`src/rtl/pc_seq_pkg.sv`:
```
`default_nettype none
// ============================================================================
// Module      : pc_seq_pkg
// Description : Shared constants and state encoding for the PC sequencer.
// Revision    : 1.0  initial release
// ============================================================================
package pc_seq_pkg;

   localparam int PC_W = 4;

   // 2'b11 is deliberately left unencoded; the sequencer recovers to IDLE.
   typedef enum logic [1:0] {
      IDLE  = 2'b00,
      FETCH = 2'b01,
      EXEC  = 2'b10
   } seq_state_t;

endpackage : pc_seq_pkg
`default_nettype wire

```
`src/rtl/COUNTER4B.sv`:
```
`default_nettype none
// ============================================================================
// Module      : COUNTER4B
// Description : 4-bit program counter. Synchronous active-high reset, parallel
//               load when load=1, modulo-16 increment when load=0.
// Revision    : 1.0  initial release
// ============================================================================
module COUNTER4B
   import pc_seq_pkg::*;
(
   input  logic            clk,
   input  logic            reset,
   input  logic            load,
   input  logic [PC_W-1:0] in,
   output logic [PC_W-1:0] out
);

   logic [PC_W-1:0] cnt_d;
   logic [PC_W-1:0] cnt_q;

   // Select the next count: load value or increment (wraps naturally at 4 bits).
   always_comb begin
      cnt_d = cnt_q + 1'b1;
      if (load) begin
         cnt_d = in;
      end
   end

   // Counter storage with synchronous reset.
   always_ff @(posedge clk) begin
      if (reset) begin
         cnt_q <= '0;
      end else begin
         cnt_q <= cnt_d;
      end
   end

   assign out = cnt_q;

endmodule : COUNTER4B
`default_nettype wire

```
`src/rtl/pc_sequencer.sv`:
```
`default_nettype none
// ============================================================================
// Module      : pc_sequencer
// Description : Fetch/execute sequencer driving a COUNTER4B program counter.
//               Issues one fetch strobe per two-cycle fetch/execute pair and
//               decides every cycle whether the PC holds, loads or increments.
// Revision    : 1.0  initial release
// ============================================================================
module pc_sequencer
   import pc_seq_pkg::*;
(
   input  logic            clk,
   input  logic            reset,
   input  logic            start,
   input  logic [PC_W-1:0] start_addr,
   input  logic            halt,
   input  logic            stall,
   input  logic            jump,
   input  logic [PC_W-1:0] jump_addr,
   output logic [PC_W-1:0] pc,
   output logic            fetch,
   output logic            busy,
   output logic            wrapped
);

   seq_state_t      state_d;
   seq_state_t      state_q;
   logic            wrapped_d;
   logic            wrapped_q;
   logic            cnt_load;
   logic [PC_W-1:0] cnt_in;

   // The counter owns the PC; hold is expressed as reloading the current value.
   COUNTER4B u_counter (
      .clk   (clk),
      .reset (reset),
      .load  (cnt_load),
      .in    (cnt_in),
      .out   (pc)
   );

   // Next-state decode and counter-control mux; default is hold PC, stay put.
   always_comb begin
      state_d   = state_q;
      cnt_load  = 1'b1;
      cnt_in    = pc;
      wrapped_d = 1'b0;
      case (state_q)
         IDLE: begin
            if (start) begin
               cnt_in  = start_addr;
               state_d = FETCH;
            end
         end
         FETCH: begin
            state_d = EXEC;
         end
         EXEC: begin
            if (halt) begin
               state_d = IDLE;
            end else if (stall) begin
               state_d = EXEC;
            end else if (jump) begin
               cnt_in  = jump_addr;
               state_d = FETCH;
            end else begin
               // Only a true increment from all-ones can flag a wrap.
               cnt_load  = 1'b0;
               wrapped_d = (pc == {PC_W{1'b1}});
               state_d   = FETCH;
            end
         end
         default: begin
            state_d = IDLE;
         end
      endcase
   end

   // State register and registered wrap pulse.
   always_ff @(posedge clk) begin
      if (reset) begin
         state_q   <= IDLE;
         wrapped_q <= 1'b0;
      end else begin
         state_q   <= state_d;
         wrapped_q <= wrapped_d;
      end
   end

   assign fetch   = (state_q == FETCH);
   assign busy    = (state_q == FETCH) || (state_q == EXEC);
   assign wrapped = wrapped_q;

endmodule : pc_sequencer
`default_nettype wire

```
`config.mk`:
```
export PLATFORM = sky130hd
export DESIGN_NAME = pc_sequencer
export DESIGN_NICKNAME = d
export VERILOG_FILES = /design/src/rtl/pc_seq_pkg.sv /design/src/rtl/COUNTER4B.sv /design/src/rtl/pc_sequencer.sv
export SDC_FILE = /design/constraint.sdc
export NUM_CORES = 1
export LEC_CHECK = 0
export ABC_AREA = 1
export ABC_CLOCK_PERIOD_IN_PS = 2700
export CORE_ASPECT_RATIO = 1.25
export CORE_MARGIN = 2
export CORE_UTILIZATION = 35
export CTS_BUF_LIST = sky130_fd_sc_hd__clkbuf_8 sky130_fd_sc_hd__clkbuf_16
export CTS_CLUSTER_SIZE = 30
export DETAILED_ROUTE_END_ITERATION = 8
export PLACE_DENSITY = 0.61
export SYNTH_ARGS = -nofsm -noshare
export SYNTH_HDL_FRONTEND = slang
export SYNTH_HIERARCHICAL = 1
export SYNTH_SLANG_ARGS = --single-unit
export TNS_END_PERCENT = 5
```
`constraint.sdc`:
```
create_clock -name clk -period 2.7 [get_ports clk]
set_clock_uncertainty 0.15 [all_clocks]
set_input_delay 0.27 -clock clk [delete_from_list [all_inputs] [get_ports clk]]
set_output_delay 0.27 -clock clk [all_outputs]
set_load 0.005 [all_outputs]
```
-- Yosys cells after proc, flatten, opt, wreduce, memory -nomap -nowiden
Cells that the tools add are included.
- bits in registers: 7
- bits of input ports: 14
- logic and storage cells: 32
- add/sub/neg operators: 1
- equality and inequality tests: 9
- mux-type cells: 14
- bitwise operators: 1
- reductions and logical operators: 4
- operators by type and width (kind ; count):
    4-bit two-way mux ; 5
    3-bit inequality test, second input constant ; 4
    4-bit one-hot mux with 2 select lines ; 1
    2-bit two-way mux ; 3
    2-bit one-hot mux with 3 select lines ; 1
    5-bit AND reduction ; 1
    5-bit OR reduction ; 1
    4-bit by 1-bit adder with 4-bit output, second input constant ; 1
    4-bit == test, second input constant ; 1
    1-bit two-way mux ; 4
    3-bit by 1-bit inequality test with 1-bit output, second input constant ; 1
    2-bit by 1-bit == test with 1-bit output, second input constant ; 1
    2-bit == test, second input constant ; 1
    2-bit logical NOT ; 1
    2-bit inequality test, second input constant ; 1
    1-bit logical OR ; 1
    1-bit NOT ; 1

-- Longest topological paths before layout
- depth in word-level cells: 6
- gate-level depth with buffers: 12
- mapped depth without buffers: 11

-- Modules after synthesis
Netlist, hierarchy kept.
- by module, submodules not included (module ; instances ; cells an instance ; area an instance (um2) ; seq. area each (um2)):
    pc_sequencer ; 1 ; 75 ; 419.2 ; 60.1
    COUNTER4B ; 1 ; 25 ; 191.4 ; 80.1

-- Worst setup path after synthesis
OpenSTA, ideal clock, no wires.
- path kind: register -> register
- from: reg state_q[0]
- to: reg u_counter.cnt_q[2], in the netlist u_counter/out[2]
- arrival time: 1.300 ns
- data required time: 2.494 ns
- setup slack: 1.194 ns
- stages on the path, launching flop included: 13
- path buffers: 1
- period minus slack after synthesis: 1.506 ns
- path through: dfxtp_1 inv_2 ha_1 buf_6 nor2_2 nand2_1 nand2_1 nand2_1 nand2_1 nor2_2 nor2_1 o21ai_1 inv_1
- RTL lines (element ; line ; text):
    from (decl) ; pc_sequencer.sv:27 ; seq_state_t state_q;
    from (signal assigned) ; pc_sequencer.sv:85 ; state_q <= state_d;
    2-bit == test / 2-bit logical NOT (equally long branches) ; pc_sequencer.sv:48 ; case (state_q)
    4-bit one-hot mux with 2 select lines (*) ; pc_sequencer.sv:48 ;
    net cnt_in[2] ; pc_sequencer.sv:31 ; logic [PC_W-1:0] cnt_in;
    4-bit two-way mux (*) ; COUNTER4B.sv:24 ; if (load) begin
    to (signal assigned) ; COUNTER4B.sv:34 ; cnt_q <= cnt_d;
    to (decl) ; COUNTER4B.sv:19 ; logic [PC_W-1:0] cnt_q;
The timed path passes the listed nets; every way through them passes the cells marked *.
A chain may end at the register's enable or synchronous reset.

-- Final worst setup path
- from: reg state_q[1]
- to: out busy
- word-level cells in the longest chain between the ends: 2
- ends and longest elaborated chain (element ; line ; text):
    2-bit by 1-bit == test with 1-bit output / 2-bit == test (equally long branches) ; pc_sequencer.sv:91 ; assign busy = (state_q == FETCH) || (state_q == EXEC);
    1-bit logical OR (*) ; pc_sequencer.sv:91 ;
    to (decl) ; pc_sequencer.sv:22 ; output logic busy,
Mark *: on every way between the ends. The rest lies on a longest branch, timed or not.

==> results.md <==
- Count of non-filler cells in the finished layout: 141
- Slew margin rel.: 0.798
- Worst-path clk slew: 0.04 ns
- Fin util: 0.541
- Routed Antenna Nets: 0
- WP data required: 2.28 ns
- Total CTS buffers: 3
- Max H-tree Level: 1
- DRC Markers: 0
- Die area: 0.00210 mm²
- Hold EP: wrapped
- Hold path depth: 2
- Synth warn: 6
- IO buf count: 20
- Gr usage total: 0.178
- Routed len/inst: 10.7 µm
- PostCTS Resize Cnt: 0
- Core Area: between 0.0015 and 0.002 mm²
- Placed insts: 137
- Commonest non-fill, non-tap cell in the layout: nand2_1
- CP Capture Type: primary output
- Lkg Pwr: ~0.43 nW
- Fin. Hold Viols: 0
- Vias/cell: 4.80
- Clock latency at the later pin of the worst-skew pair: between 0.2 and 0.25 ns
- Status: complete, no violations
- CTS Hold Bufs: 0
- Mean Syn Cell Area: 6.11 µm²
- Syn nets: 119
- Diode count: 0
- Layout cells sized above 1: 0.114
- Max Buffers Root-to-Sink: 2
- Area Growth Syn to Fin: 42.0%
- Cells after synthesis: 100
- Post-CTS setup buffer count: 0
- Slew Limit Fails: 0
- Tcrit/Tclk final: 0.709
- Hold_sp: u_counter/out[3]
- CTS tree: built
- Root Driver: clkbuf_8
- Post-synthesis cell area: 611 µm²
- Post-synthesis sequential area ratio: 0.230
- Flop2flop setup slack: 1.01 ns
- Worst VDD drop: 0.471 mV
- Total wire length: 1510 µm
- P per Cell Area: 630 mW/mm²
- IO Count: 21
- # setup viols final: 0
- RSZ-0062 raised after global routing: false
- TritonCTS Sinks: 7
- Fillers: 179
- Setup CP Type: flip-flop to primary output
- CP arrival: 1.50 ns
- Vias: roughly 680
- Commonest non-fill, non-tap cells in the layout: nand2_1 (29), clkdlybuf4s50_1 (20), inv_1 (14)
- Vias in the first global route: 663
- Multi-input gate area: 388 µm²
- Iter 0 DRT Violations: 2
- Pin count of the biggest net entering global routing: 11
- Library cells used by synthesis: 19
- FP Rows: 16
- Final setup margin: 0.785 ns
- Setup TNS: 0 ns
- Max-cap violation count: 0
- Register Area: around 140 µm²
- Area contributors post-synth: dfxtp_1 (23%), nand2_1 (18%), ha_1 (10%)
- Synth area leader: dfxtp_1
- Crit start category: flip-flop
- Hold crit path type: flip-flop to flip-flop
- Total global routing overflow: 0
- Chip Height: 50.7 µm
- Layout net count: 143
- Die width: 41.4 µm
- R2r endpoint: u_counter/out[2]
- Register bit total from synthesis: 7
- First-pass GRT wire length: 2660 µm
- Fin Hold WS: approximately 0.42 ns
- Fmax: approximately 520 MHz
- Worst Reg-to-Reg Cells: 11
- Router iterations before antenna repair: 4
- HPWL after DPL: about 1200 µm
- Slew @ Worst Pin: 0.303 ns
- Clock period minus worst slack: 1.92 ns
- R2r startpoint: state_q[1]
- Antenna violations before repair: 0
- CP Max Fanout: 5
- Initial Util: 0.381
- Yosys top cell area share: 0.230
- Setup WS pre-CTS: 0.943 ns
- Placer Congestion: 0.747
==> worst max-delay path, cell delays in order (launching register included) <==
cell and delay [ns]:
dfxtp_1 0.41, inv_1 0.09, ha_1 0.28, clkdlybuf4s50_1 0.49
==> where the power goes <==
part / switching [mW] / total (mW) / leakage (nW) / internal, mW
sequential: 0.0314 / 0.155 / 0.0577 / 0.124
combinational: 0.128 / 0.248 / 0.346 / 0.120
clock: 0.0453 / 0.144 / 0.0269 / 0.0982
total: 0.205 / 0.547 / 0.430 / 0.342
==> per-stage QoR <==
step	total power, mW	area (µm²)
detailed placement	0.405	822
CTS	0.552	867
global route	0.597	867
global placement	0.403	822
floorplan	0.309	611
finish	0.547	867
==> Yosys cell counts <==
cell,number
nand2_1,29
a21oi_1,2
a31oi_1,1
inv_2,6
inv_1,13
nor2_2,2
nand2_2,1
nor3_1,1
nor2_1,6
buf_6,1
o21ai_2,1
nand4_1,7
xor2_1,1
ha_1,5
a211oi_2,1
dfxtp_1,7
nand3_1,10
o21ai_1,2
o21ai_0,4
==> state kept, by name, summed over array words and instances (netlist names) <==
register	cells
u_counter/out	4
wrapped	1
state_q	2
==> routing by layer <==
metal,GRT usage,share of wire,vias to the layer above
li1,-,-,369
met1,0.235,0.47,292
met2,0.289,0.48,14
met3,0.0133,0.035,2
met4,0.0645,0.011,0
met5,0,0,-
==> how the worst max path moves through the flow <==
stage,start,to,slack (ns),cells after the start
2_1_floorplan,state_q[0],u_counter/out[2],1.19,12
3_3_place_gp,stall,u_counter/out[2],0.97,10
3_5_place_dp,stall,u_counter/out[2],0.94,10
4_1_cts,state_q[1],busy,0.78,3
5_1_grt,state_q[1],busy,0.72,3
6_report,state_q[1],busy,0.78,3
==> cells by family (layout without fill, tap and decap cells) <==
| logic type | after synthesis | after routing | synth area share |
|---|---|---|---|
| compound gates | 11 | 11 | 0.111 |
| buf+inv | 20 | 43 | 0.135 |
| fa+ha+maj | 5 | 5 | 0.102 |
| simple gates | 56 | 56 | 0.408 |
| xor+xnor | 1 | 1 | 0.0143 |
| flops | 7 | 7 | 0.230 |
==> area by class of cell <==
cell class	count	area share
Multi-Input combinational cell	73	0.447
Timing Repair Buffer	20	0.231
Sequential cell	7	0.162
Inverter	19	0.0823
Clock buffer	3	0.0476
Tap cell	18	0.0260
Clock inverter	1	0.00433
Note: power is estimated with default switching activity, not from simulation.
